==> config.mk <==
export PLATFORM = sky130hd
export DESIGN_NAME = sensor_cond
export DESIGN_NICKNAME = d
export VERILOG_FILES = /design/src/rtl/sensor_cond_pkg.sv /design/src/rtl/sensor_cond_cadence_filt.sv /design/src/rtl/sensor_cond.sv
export SDC_FILE = /design/constraint.sdc
export NUM_CORES = 1
export LEC_CHECK = 0
export ABC_AREA = 1
export ABC_CLOCK_PERIOD_IN_PS = 3150
export BUFFER_PORTS_ARGS = -buffer_cell sky130_fd_sc_hd__buf_2
export CAP_MARGIN = 20
export CORE_MARGIN = 1
export CORE_UTILIZATION = 40
export DETAILED_ROUTE_END_ITERATION = 10
export HOLD_SLACK_MARGIN = 0.15
export SLEW_MARGIN = 10
export SYNTH_ARGS = -nofsm -noshare
export SYNTH_HDL_FRONTEND = slang
export SYNTH_SLANG_ARGS = --single-unit
==> constraint.sdc <==
create_clock -name clk -period 3.15 [get_ports clk]
set_clock_uncertainty 0.15 [all_clocks]
set_input_delay 0.1575 -clock clk [delete_from_list [all_inputs] [get_ports clk]]
set_output_delay 0.1575 -clock clk [all_outputs]
set_load 0.005 [all_outputs]
==> src/rtl/sensor_cond_pkg.sv <==
// rtl/sensor_cond_pkg.sv - shared defaults and helpers for pedal sensor conditioning
package sensor_cond_pkg;

    localparam int DEF_WIN_BITS  = 24;
    localparam int DEF_DEB_CYC   = 16;
    localparam int DEF_AVG_SHIFT = 4;

    localparam int TORQUE_W = 12;
    localparam int CAD_W    = 5;

    typedef logic [TORQUE_W-1:0] torque_t;
    typedef logic [CAD_W-1:0]    cad_cnt_t;

    // Fewer rises than this in one window means the rider is not pedaling.
    localparam cad_cnt_t NP_THRESH = 5'd2;
    localparam cad_cnt_t CAD_MAX   = 5'd31;

    function automatic cad_cnt_t sat_inc(input cad_cnt_t cnt, input logic inc);
        if (!inc || cnt == CAD_MAX) begin
            return cnt;
        end
        return cnt + 5'd1;
    endfunction

endpackage

==> src/rtl/sensor_cond_cadence_filt.sv <==
// rtl/sensor_cond_cadence_filt.sv - pedal sensor synchronizer, debounce and rise pulse
module cadence_filt #(
    parameter int DEB_CYC = 16
) (
    input  logic clk,
    input  logic rst,
    input  logic cadence,
    output logic cad_rise
);

    localparam int CW = (DEB_CYC > 2) ? $clog2(DEB_CYC) : 1;

    logic          sync_meta;
    logic          sync_lvl;
    logic          filt_lvl;
    logic          filt_prev;
    logic [CW-1:0] deb_cnt;

    always_ff @(posedge clk) begin
        if (rst) begin
            sync_meta <= 1'b0;
            sync_lvl  <= 1'b0;
            filt_lvl  <= 1'b0;
            filt_prev <= 1'b0;
            deb_cnt   <= '0;
            cad_rise  <= 1'b0;
        end else begin
            sync_meta <= cadence;
            sync_lvl  <= sync_meta;
            filt_prev <= filt_lvl;
            cad_rise  <= filt_lvl & ~filt_prev;
            // The DEB_CYC-th consecutive disagreeing cycle flips the filtered level.
            if (sync_lvl == filt_lvl) begin
                deb_cnt <= '0;
            end else if (deb_cnt == CW'(DEB_CYC - 1)) begin
                filt_lvl <= sync_lvl;
                deb_cnt  <= '0;
            end else begin
                deb_cnt <= deb_cnt + CW'(1);
            end
        end
    end

endmodule

==> src/rtl/sensor_cond.sv <==
// rtl/sensor_cond.sv - cadence measurement and pedal-synchronous torque averaging
module sensor_cond
    import sensor_cond_pkg::*;
#(
    parameter int WIN_BITS  = DEF_WIN_BITS,
    parameter int DEB_CYC   = DEF_DEB_CYC,
    parameter int AVG_SHIFT = DEF_AVG_SHIFT
) (
    input  logic        clk,
    input  logic        rst,
    input  logic        cadence,
    input  logic [11:0] torque,
    output logic [11:0] avg_torque,
    output logic [4:0]  cadence_vec,
    output logic        not_pedaling,
    output logic        avg_upd
);

    localparam int ACC_W = TORQUE_W + AVG_SHIFT;

    logic                cad_rise;
    logic [WIN_BITS-1:0] win_cnt;
    logic                win_end;
    cad_cnt_t            rise_cnt;
    cad_cnt_t            rise_total;
    logic [ACC_W-1:0]    acc;
    logic [ACC_W-1:0]    acc_next;

    cadence_filt #(
        .DEB_CYC (DEB_CYC)
    ) u_filt (
        .clk      (clk),
        .rst      (rst),
        .cadence  (cadence),
        .cad_rise (cad_rise)
    );

    assign win_end    = &win_cnt;
    // A rise landing in the terminal cycle belongs to the window being closed.
    assign rise_total = sat_inc(rise_cnt, cad_rise);
    assign acc_next   = acc - (acc >> AVG_SHIFT) + {{AVG_SHIFT{1'b0}}, torque};

    always_ff @(posedge clk) begin
        if (rst) begin
            win_cnt      <= '0;
            rise_cnt     <= '0;
            cadence_vec  <= '0;
            not_pedaling <= 1'b1;
        end else begin
            win_cnt <= win_cnt + WIN_BITS'(1);
            if (win_end) begin
                cadence_vec  <= rise_total;
                rise_cnt     <= '0;
                not_pedaling <= (rise_total < NP_THRESH);
            end else begin
                rise_cnt <= rise_total;
            end
        end
    end

    // Bounded by 4095 * 2^AVG_SHIFT, so the update cannot overflow ACC_W bits.
    always_ff @(posedge clk) begin
        if (rst || not_pedaling) begin
            acc        <= '0;
            avg_torque <= '0;
            avg_upd    <= 1'b0;
        end else begin
            avg_upd <= cad_rise;
            if (cad_rise) begin
                acc        <= acc_next;
                avg_torque <= acc_next[ACC_W-1:AVG_SHIFT];
            end
        end
    end

endmodule

==> results.yml, run 1 <==
outcome:
  status: "complete, but fails checks"
  violations: "design-rule violations"
logic_synthesis:
  synth_top_flop_cell: "dfxtp_1"
  synth_compound_area_share_pct: 8.38
  yosys.area_share.simple_pct: 30.0
  synth_mux_area_share_pct: 0
  synth_top_family_by_area: "simple AND/OR/NAND/NOR gates"
  synth_xor_area_share_pct: 2.20
  synth_area_um2: 3990
  seq_area_frac_synth_pct: 30.6
  yosys.area.top_type: "dfxtp_1"
  synth_top_area_share_pct: 30.6
  async_flop_share_pct: 0
  ys_types: 33
  postSynthAreaPerCell_um2: 6.63
  synthesis.instances: 601
  synth_seq_cells: 61
  synth_area_leaders: "dfxtp_1 (31%), inv_1 (13%), nand2_1 (13%)"
  yosys_warnings: 0
  synth-edff-count: 0
  synthAdderAreaFrac_pct: 12.3
  syn_nets: 648
setup_path:
  r2r-start: "avg_torque[2]"
  r2r_slack_ns: 0.54
  required_ns: 3.24
  cp.depth: 14
  regToRegEndpoint: "avg_torque[7]"
  crit_path_max_incr_delay_ns: 0.51
  path_max_fanout: 5
  cp-start-kind: "register"
  cpMaxStageDelayCell: "fa_1"
  crit_chain: "inv_1 > fa_1 > inv_1 > ha_1 > nand2_1 > inv_1 > a21oi_1 > nand2_1 > nand2_1 > nand2_1 > nand2_1 > nand3_1 > nand2_1 > inv_1"
  cp_common_cell: "nand2_1"
  crit_path_end_kind: "register"
  critPathTopFamily: "adder cells"
  path_class: "register to register"
  cp_num_buf_inv: 4
  worstRegToRegCells: 14
  worstPathArrival_ns: 2.70
timing:
  slew_viol_final: 0
  hold_viol: 0
  setup_ws_ns: 0.544
  relSlewSlack_pct: 65.4
  rsz0062_at_grt: "no"
  finalSetupTns_ns: 0
  worst_pin_slew_ns: 0.518
  min_period_over_period_pct: 82.7
  setup_violations: 0
  fin_crit_ns: 2.61
  max_freq_mhz: 384
die:
  die_y_um: 102
  initial_core_util_pct: 41.0
  pin_count: 34
  fp-row-count: 36
  coreArea_um2: 9730
  die_x_um: 102
  die-area_um2: 10400
clock_tree:
  cts_tree: "done"
  cts-resized-gates: 0
  clockBufferDepth: 2
  clkTransAtPathRegs_ns: 0.07
  numCtsBuffers: 9
  clock_latency_ns: 0.34
  clock_sinks: 61
  cts-root-buf: "clkbuf_8"
  cts_htree_levels: 3
place:
  gp_congestion: 0.876
  post-place-ws_ns: 0.531
  placement.io_buffers: 33
  dp.cells: 750
  place_area_um2: 4210
  place_hpwl_um: 6680
cells_and_area:
  area_delta_synth_final_pct: 11.7
  nets: 679
  layout-drive-gt1-share_pct: 10.2
  fin_util_pct: 45.8
  fin_cells: 770
  fillers: 999
  final_cell_area_um2: 4450
  diodes: 0
routing:
  wl_um: 8660
  wl_met3_um: 259
  route.detailed.wl_per_inst_um: 11.2
  top_layer: "met4"
  via_per_inst: 4.53
  ant_nets: 0
  vias: 3489
  met2_length_um: 4300
  drc_errors: 1
  wl_met1_um: 4060
  drt_first_pass_iters: 8
  drt_iter0_drc: 107
power_and_ir_drop:
  p_leak_nw: 2.31
  powerDensity_nw_per_um2: 376
  ir_drop_mv: 0.219
grt:
  grt_first_pass_wirelength_um: 14700
  antenna_found_initial: 0
  grt-ovfl-total: 0
  grt_pass1_vias: 3311
  grt_usage_pct: 18.3
  grt_max_degree: 24
worst_hold_path:
  whs_path_depth: 1
  min_path_type: "register to register"
  holdPathEnd: "u_filt.cad_rise"
  worstHoldStart: "u_filt.filt_prev"
flow_run:
  drv_cap: 0
worst register-to-register path, stage by stage, from the launching register on:
cell     delay (ns)
dfxtp_1        0.45
inv_1          0.11
fa_1           0.52
inv_1          0.05
ha_1           0.36
nand2_1        0.12
inv_1          0.06
a21oi_1        0.20
nand2_1        0.13
nand2_1        0.11
nand2_1        0.05
nand2_1        0.06
nand3_1        0.06
nand2_1        0.06
inv_1          0.04
per-layer routing:
layer / up-vias / global-route usage, %
met2: 46 / 32.8
met1: 1557 / 21.8
li1: 1884 / -
met5: - / 0
met4: 0 / 4.62
met3: 2 / 4.86
layout make-up:
| class | instances | area, um2 | share of cell area (%) |
|---|---|---|---|
| clock inverter | 7 | 73.8 | 1.66 |
| inverter | 143 | 537 | 12.1 |
| sequential | 61 | 1220 | 27.4 |
| clock buffer | 9 | 124 | 2.78 |
| timing repair buffer | 39 | 220 | 4.95 |
| multi-input combinational | 378 | 2110 | 47.4 |
| tap | 133 | 166 | 3.74 |
logic make-up after synthesis:
family / after synthesis
AND/OR/NAND/NOR: 272
adder cells (fa/ha/maj): 32
flip-flops: 61
AO/OA/AOI/OAI: 64
buffers and inverters: 162
XOR/XNOR: 10
layout by cell type, fill, tap and decap left out, types with 2 or more instances in the layout:
master and instances:
inv_2 2, clkinv_2 2, inv_1 141, a21oi_1 40
nand3b_1 5, nand3_1 39, dlygate4sd3_1 4, or2_0 3
xor2_1 7, nand2_4 2, nor2_4 2, ha_1 20
dfxtp_1 61, nand4_1 5, clkinv_4 2, clkbuf_8 9
fa_1 12, o211ai_1 3, nand2_2 2, nand2_1 134
xnor2_1 3, o21ai_0 18, buf_2 33, nor2_1 59
nor3_1 14, nand3_2 2, buf_4 2
synth_stat cells (7+ instances only):
| cell type | instances |
|---|---|
| a21oi_1 | 40 |
| buf_4 | 12 |
| dfxtp_1 | 61 |
| fa_1 | 12 |
| ha_1 | 20 |
| inv_1 | 141 |
| nand2_1 | 134 |
| nand3_1 | 39 |
| nor2_1 | 59 |
| nor3_1 | 14 |
| o21ai_0 | 18 |
| xor2_1 | 7 |
registers in the layout, summed over array words and instances (netlist names):
name              flops
u_filt.filt_prev      1
not_pedaling          1
u_filt.cad_rise       1
u_filt.deb_cnt        4
win_cnt              24
cadence_vec           5
avg_torque           12
u_filt.sync_meta      1
u_filt.filt_lvl       1
acc                   4
avg_upd               1
u_filt.sync_lvl       1
rise_cnt              5
report_power, final:
part / internal (W) / leakage [nW] / switching [W]
Combinational: 0.0000716 / 1.72 / 0.000119
Clock: 0.000368 / 0.0996 / 0.000337
Sequential: 0.000775 / 0.492 / 0.00000321
how the worst max path moves through the flow:
stage | start | end | slack [ns]
after floorplan | avg_torque[2] | avg_torque[11] | 0.89
after detailed placement | avg_torque[2] | avg_torque[7] | 0.53
after global routing | avg_torque[2] | avg_torque[7] | 0.36
after CTS | avg_torque[2] | avg_torque[7] | 0.52
after global placement | avg_torque[2] | avg_torque[11] | 0.54
final | avg_torque[2] | avg_torque[7] | 0.54
metrics by stage:
stage                     hold slack [ns]  total power, W
after floorplan                     0.114        0.000938
after global placement              0.230        0.000979
after detailed placement            0.242        0.000982
after CTS                           0.255         0.00170
after global routing                0.282         0.00177
final                               0.254         0.00167
repair_timing:
item / 4_1_cts / 5_1_grt
setup buffers: 0 / 0
hold buffers: 4 / 0
endpoints found under the hold margin: 15 / 0
(Power assumes the default switching activity.)
==> run 2: changes to the inputs <==
Settings changed: ABC_CLOCK_PERIOD_IN_PS 3150 to 2100.
Clock period 3.15 ns to 2.1 ns, I/O delays scaled along.
==> run 2 against run 1 <==
The flow finishes with violations (negative setup slack). Hold slack lost 0.022 ns. Combinational power grew to 2.6 times the previous value. Non-clock buffer count grew 36. Final cell count grew 4.5%. Worst setup slack lost 0.73 ns. Core utilization grew 8.6 points. Largest power group is now clock. Highest routed layer unchanged.
==> results.yml, run 2 (synthesis gave the netlist of run 1 again) <==
place:
  place_hpwl_um: 6770
  place_area_um2: 4570
  placement.io_buffers: 33
  gp_congestion: 0.872
  post-place-ws_ns: -0.261
cells_and_area:
  layout_common_cells: "inv_1 (116), nand2_1 (98), nor2_1 (53)"
  seq_area_um2: 1240
  reg_top3: "win_cnt (24), avg_torque (12)"
  final_cell_area_um2: 5290
  largest_register_ffs: 24
  regMostFlops: "win_cnt"
  multi_input_area_um2: 2600
  area_delta_synth_final_pct: 32.8
  nets: 715
  fillers: 933
  layout-drive-gt1-share_pct: 31.4
  final_common_cell: "inv_1"
  diodes: 0
timing:
  hold_viol: 0
  timing.hold.ws_ns: 0.232
  min_period_over_period_pct: 109
  fin_crit_ns: 2.28
  relSlewSlack_pct: 67.1
  rsz0062_at_grt: "yes"
  setup_ws_ns: -0.183
  setup_violations: 13
  worst_pin_slew_ns: 0.492
  slew_viol_final: 0
  max_freq_mhz: 438
die:
  die_y_um: 102
  fp-row-count: 36
  die_x_um: 102
  coreArea_um2: 9730
  die-area_um2: 10400
  pin_count: 34
  initial_core_util_pct: 41.0
setup_path:
  path_max_fanout: 4
  r2r_slack_ns: -0.18
  cp-start-kind: "register"
  required_ns: 2.20
  path_class: "register to register"
  worstPathArrival_ns: 2.39
  crit_path_end_kind: "register"
routing:
  drc_errors: 0
  wl_um: 9500
  vias: 3730
  drt_first_pass_iters: 4
  route.detailed.wl_per_inst_um: 11.8
  drt_iter0_drc: 123
  via_per_inst: 4.63
  ant_nets: 0
power_and_ir_drop:
  powerDensity_nw_per_um2: 535
  power_w: 0.00283
  ir_drop_mv: 0.422
  p_leak_nw: 2.57
clock_tree:
  clockBufferDepth: 2
  cts_htree_levels: 3
  cts-root-buf: "clkbuf_8"
  clock_latency_ns: 0.35
  cts_tree: "done"
  numCtsBuffers: 9
  clock_sinks: 61
  clkTransAtPathRegs_ns: 0.08
grt:
  grt.busiest_layer: "met2"
  grt_first_pass_wirelength_um: 15400
  use_met1_pct: 23.5
  grt_pass1_vias: 3463
  grtUsageMet3_pct: 4.17
  antenna_found_initial: 0
  grt_max_degree: 23
  grt-ovfl-total: 0
  grt_use_met2_pct: 32.9
  grt_usage_pct: 19.3
outcome:
  status: "complete, but fails checks"
  violations: "negative setup slack"
flow_run:
  drv_cap: 0
worst_hold_path:
  min_path_type: "register to register"
run 2: power by group:
part	switching, W	internal, W	leakage (nW)
Clock	0.000508	0.000661	0.101
Combinational	0.000276	0.000226	1.97
Sequential	0.00000454	0.00116	0.499
run 2: repair_timing:
| action | CTS | global route |
|---|---|---|
| pin swaps | 38 | 36 |
| endpoints found under the hold margin | 26 | 0 |
| cloned | 0 | 0 |
| gates resized for setup | 69 | 59 |
| setup buffers | 6 | 4 |
| endpoints found under the setup margin | 13 | 15 |
| hold buffers | 5 | 0 |
run 2: worst paths after layout:
check / endpoint / cells after the start / from
max: avg_torque[10] / 13 / avg_torque[3]
min reg2reg: u_filt.cad_rise / 1 / u_filt.filt_prev
min: u_filt.cad_rise / 1 / u_filt.filt_prev
max reg2reg: avg_torque[10] / 13 / avg_torque[3]
run 2: through the flow:
stage               std cells  setup TNS, ns  util [%]
finish                    805          -1.24      54.4
global route              805          -2.76      54.4
CTS                       803         -0.971      52.1
detailed placement        777          -1.98      46.9
global placement          777          -1.89      46.9
floorplan                 601       -0.00289         -
run 2: cell type report:
class,instances,area share (%)
Inverter,143,10.2
Sequential cell,61,23.5
Tap cell,133,3.14
Multi-Input combinational cell,378,49.2
Timing Repair Buffer,75,9.98
Clock buffer,9,2.34
Clock inverter,6,1.68
run 2: layer usage:
| layer | wire (um) | vias up |
|---|---|---|
| met4 | 195 | 0 |
| met3 | 331 | 18 |
| met2 | 4560 | 62 |
| li1 | - | 1956 |
| met5 | 0 | - |
| met1 | 4420 | 1694 |
run 2: critical path, stage by stage (launching register included):
cell and delay (ns):
dfxtp_4 0.38, inv_2 0.04, fa_1 0.55, inv_2 0.05, ha_4 0.29, nand2_2 0.07, inv_2 0.07, nand2_2 0.07
nor3_2 0.17, nand2_1 0.09, nand3_1 0.07, nand3_1 0.08, nand2_1 0.07, inv_1 0.04
==> run 3: changes to the inputs <==
Settings changed: GPL_ROUTABILITY_DRIVEN set to 0, PLACE_DENSITY_LB_ADDON set to 0.3.
==> run 3 against run 2 <==
The run still ends with negative setup slack left. Via count shrank 0.21%. Clock power is 5% higher. Routed wire length shrank 1.4%. Die area unchanged.
==> results.yml, run 3 (synthesis gave the netlist of run 1 again) <==
place:
  dp.cells: 774
  place_hpwl_um: 6800
  placement.io_buffers: 33
  post-place-ws_ns: -0.225
outcome:
  violations: "negative setup slack"
  status: "complete, but fails checks"
power_and_ir_drop:
  ir_drop_mv: 0.360
  p_leak_nw: 2.59
  power_w: 0.00291
  powerDensity_nw_per_um2: 549
routing:
  drc_errors: 0
  via_per_inst: 4.63
  drt_iter0_drc: 91
  drt_first_pass_iters: 4
  ant_nets: 0
  route.detailed.wl_per_inst_um: 11.7
  vias: 3722
  wl_um: 9370
grt:
  antenna_found_initial: 0
  grt_pass1_vias: 3555
  grt_max_degree: 19
  grt_first_pass_wirelength_um: 15500
  grt_usage_pct: 19.2
  grt-ovfl-total: 0
setup_path:
  r2r_slack_ns: -0.17
  path_max_fanout: 4
  crit_path_end_kind: "register"
  worstRegToRegCells: 13
  path_class: "register to register"
  worstPathArrival_ns: 2.39
  r2r-start: "avg_torque[4]"
  cp-start-kind: "register"
  regToRegEndpoint: "avg_torque[10]"
  required_ns: 2.21
cells_and_area:
  area_delta_synth_final_pct: 33.0
  diodes: 0
  fin_util_pct: 54.5
  seq_area_um2: 1240
  layout_common_cells: "inv_1 (115), nand2_1 (92), nor2_1 (53)"
  fillers: 937
  multi_input_area_um2: 2620
  regMostFlops: "win_cnt"
  final_common_cell: "inv_1"
  fin_cells: 804
  reg_top3: "win_cnt (24), avg_torque (12)"
  largest_register_ffs: 24
  nets: 713
  layout-drive-gt1-share_pct: 32.6
timing:
  slew_viol_final: 0
  timing.hold.ws_ns: 0.244
  max_freq_mhz: 440
  hold_viol: 0
  setup_ws_ns: -0.174
  rsz0062_at_grt: "yes"
  relSlewSlack_pct: 67.5
  min_period_over_period_pct: 108
  setup_violations: 11
  worst_pin_slew_ns: 0.488
  fin_crit_ns: 2.27
die:
  fp-row-count: 36
  pin_count: 34
  die-area_um2: 10400
  initial_core_util_pct: 41.0
  die_x_um: 102
  coreArea_um2: 9730
  die_y_um: 102
flow_run:
  drv_cap: 0
worst_hold_path:
  whs_path_depth: 1
  holdPathEnd: "u_filt.cad_rise"
  worstHoldStart: "u_filt.filt_prev"
  min_path_type: "register to register"
clock_tree:
  cts-root-buf: "clkbuf_8"
  clock_sinks: 61
  clkTransAtPathRegs_ns: 0.08
  clock_latency_ns: 0.35
  clockBufferDepth: 2
  cts_htree_levels: 3
  numCtsBuffers: 9
  cts_tree: "done"
run 3: area by class of cell:
| type | count | share of cell area [%] |
|---|---|---|
| clock buffer | 10 | 2.60 |
| clock inverter | 6 | 1.77 |
| inverter | 143 | 10.2 |
| multi-input combinational | 378 | 49.5 |
| sequential | 61 | 23.4 |
| tap | 133 | 3.14 |
| timing repair buffer | 73 | 9.40 |
run 3: power by group:
group / total [W] / internal [W] / switching, W / leakage (nW)
clock network: 0.00123 / 0.000711 / 0.000518 / 0.113
registers: 0.00116 / 0.00116 / 0.00000477 / 0.499
logic: 0.000519 / 0.000231 / 0.000287 / 1.98
run 3: stage by stage:
step                setup TNS [ns]  instance area, um2
detailed placement           -1.94                4540
finish                      -0.938                5300
global route                 -2.27                5300
global placement             -1.59                4540
floorplan                 -0.00289                4130
CTS                         -0.734                5030
run 3: worst max-delay path by stage:
stage | cells past startpoint | from | slack, ns | to
after floorplan | 13 | avg_torque[2] | -0.002 | avg_torque[9]
after global placement | 14 | avg_torque[2] | -0.19 | avg_torque[11]
after detailed placement | 14 | avg_torque[2] | -0.22 | avg_torque[11]
after CTS | 13 | avg_torque[5] | -0.11 | avg_torque[11]
after global routing | 14 | avg_torque[4] | -0.28 | avg_torque[10]
final | 13 | avg_torque[4] | -0.17 | avg_torque[10]
run 3: per-layer routing:
| layer | track usage, % | vias up | part of all wire (%) |
|---|---|---|---|
| li1 | - | 1951 | - |
| met1 | 22.4 | 1699 | 43 |
| met2 | 35.3 | 59 | 52 |
| met3 | 4.17 | 13 | 3.4 |
| met4 | 5.38 | 0 | 1.3 |
| met5 | 0 | - | 0 |
run 3: worst max-delay path, stage by stage (launching register included):
cell and delay, ns:
dfxtp_2 0.37, inv_2 0.05, fa_1 0.55, inv_2 0.05, ha_4 0.28, nand2_2 0.07
inv_2 0.07, nand2_2 0.07, nor3_2 0.19, nand2_2 0.09, nand3_2 0.07, nand3_1 0.07
nand2_1 0.07, inv_1 0.04
run 3: repair_timing:
item | in CTS | in global routing
hold buffers | 4 | 0
resized for setup | 77 | 62
setup buffers | 3 | 9
setup endpoints to repair | 13 | 15
pin swaps | 31 | 42
endpoints found under the hold margin | 18 | 0
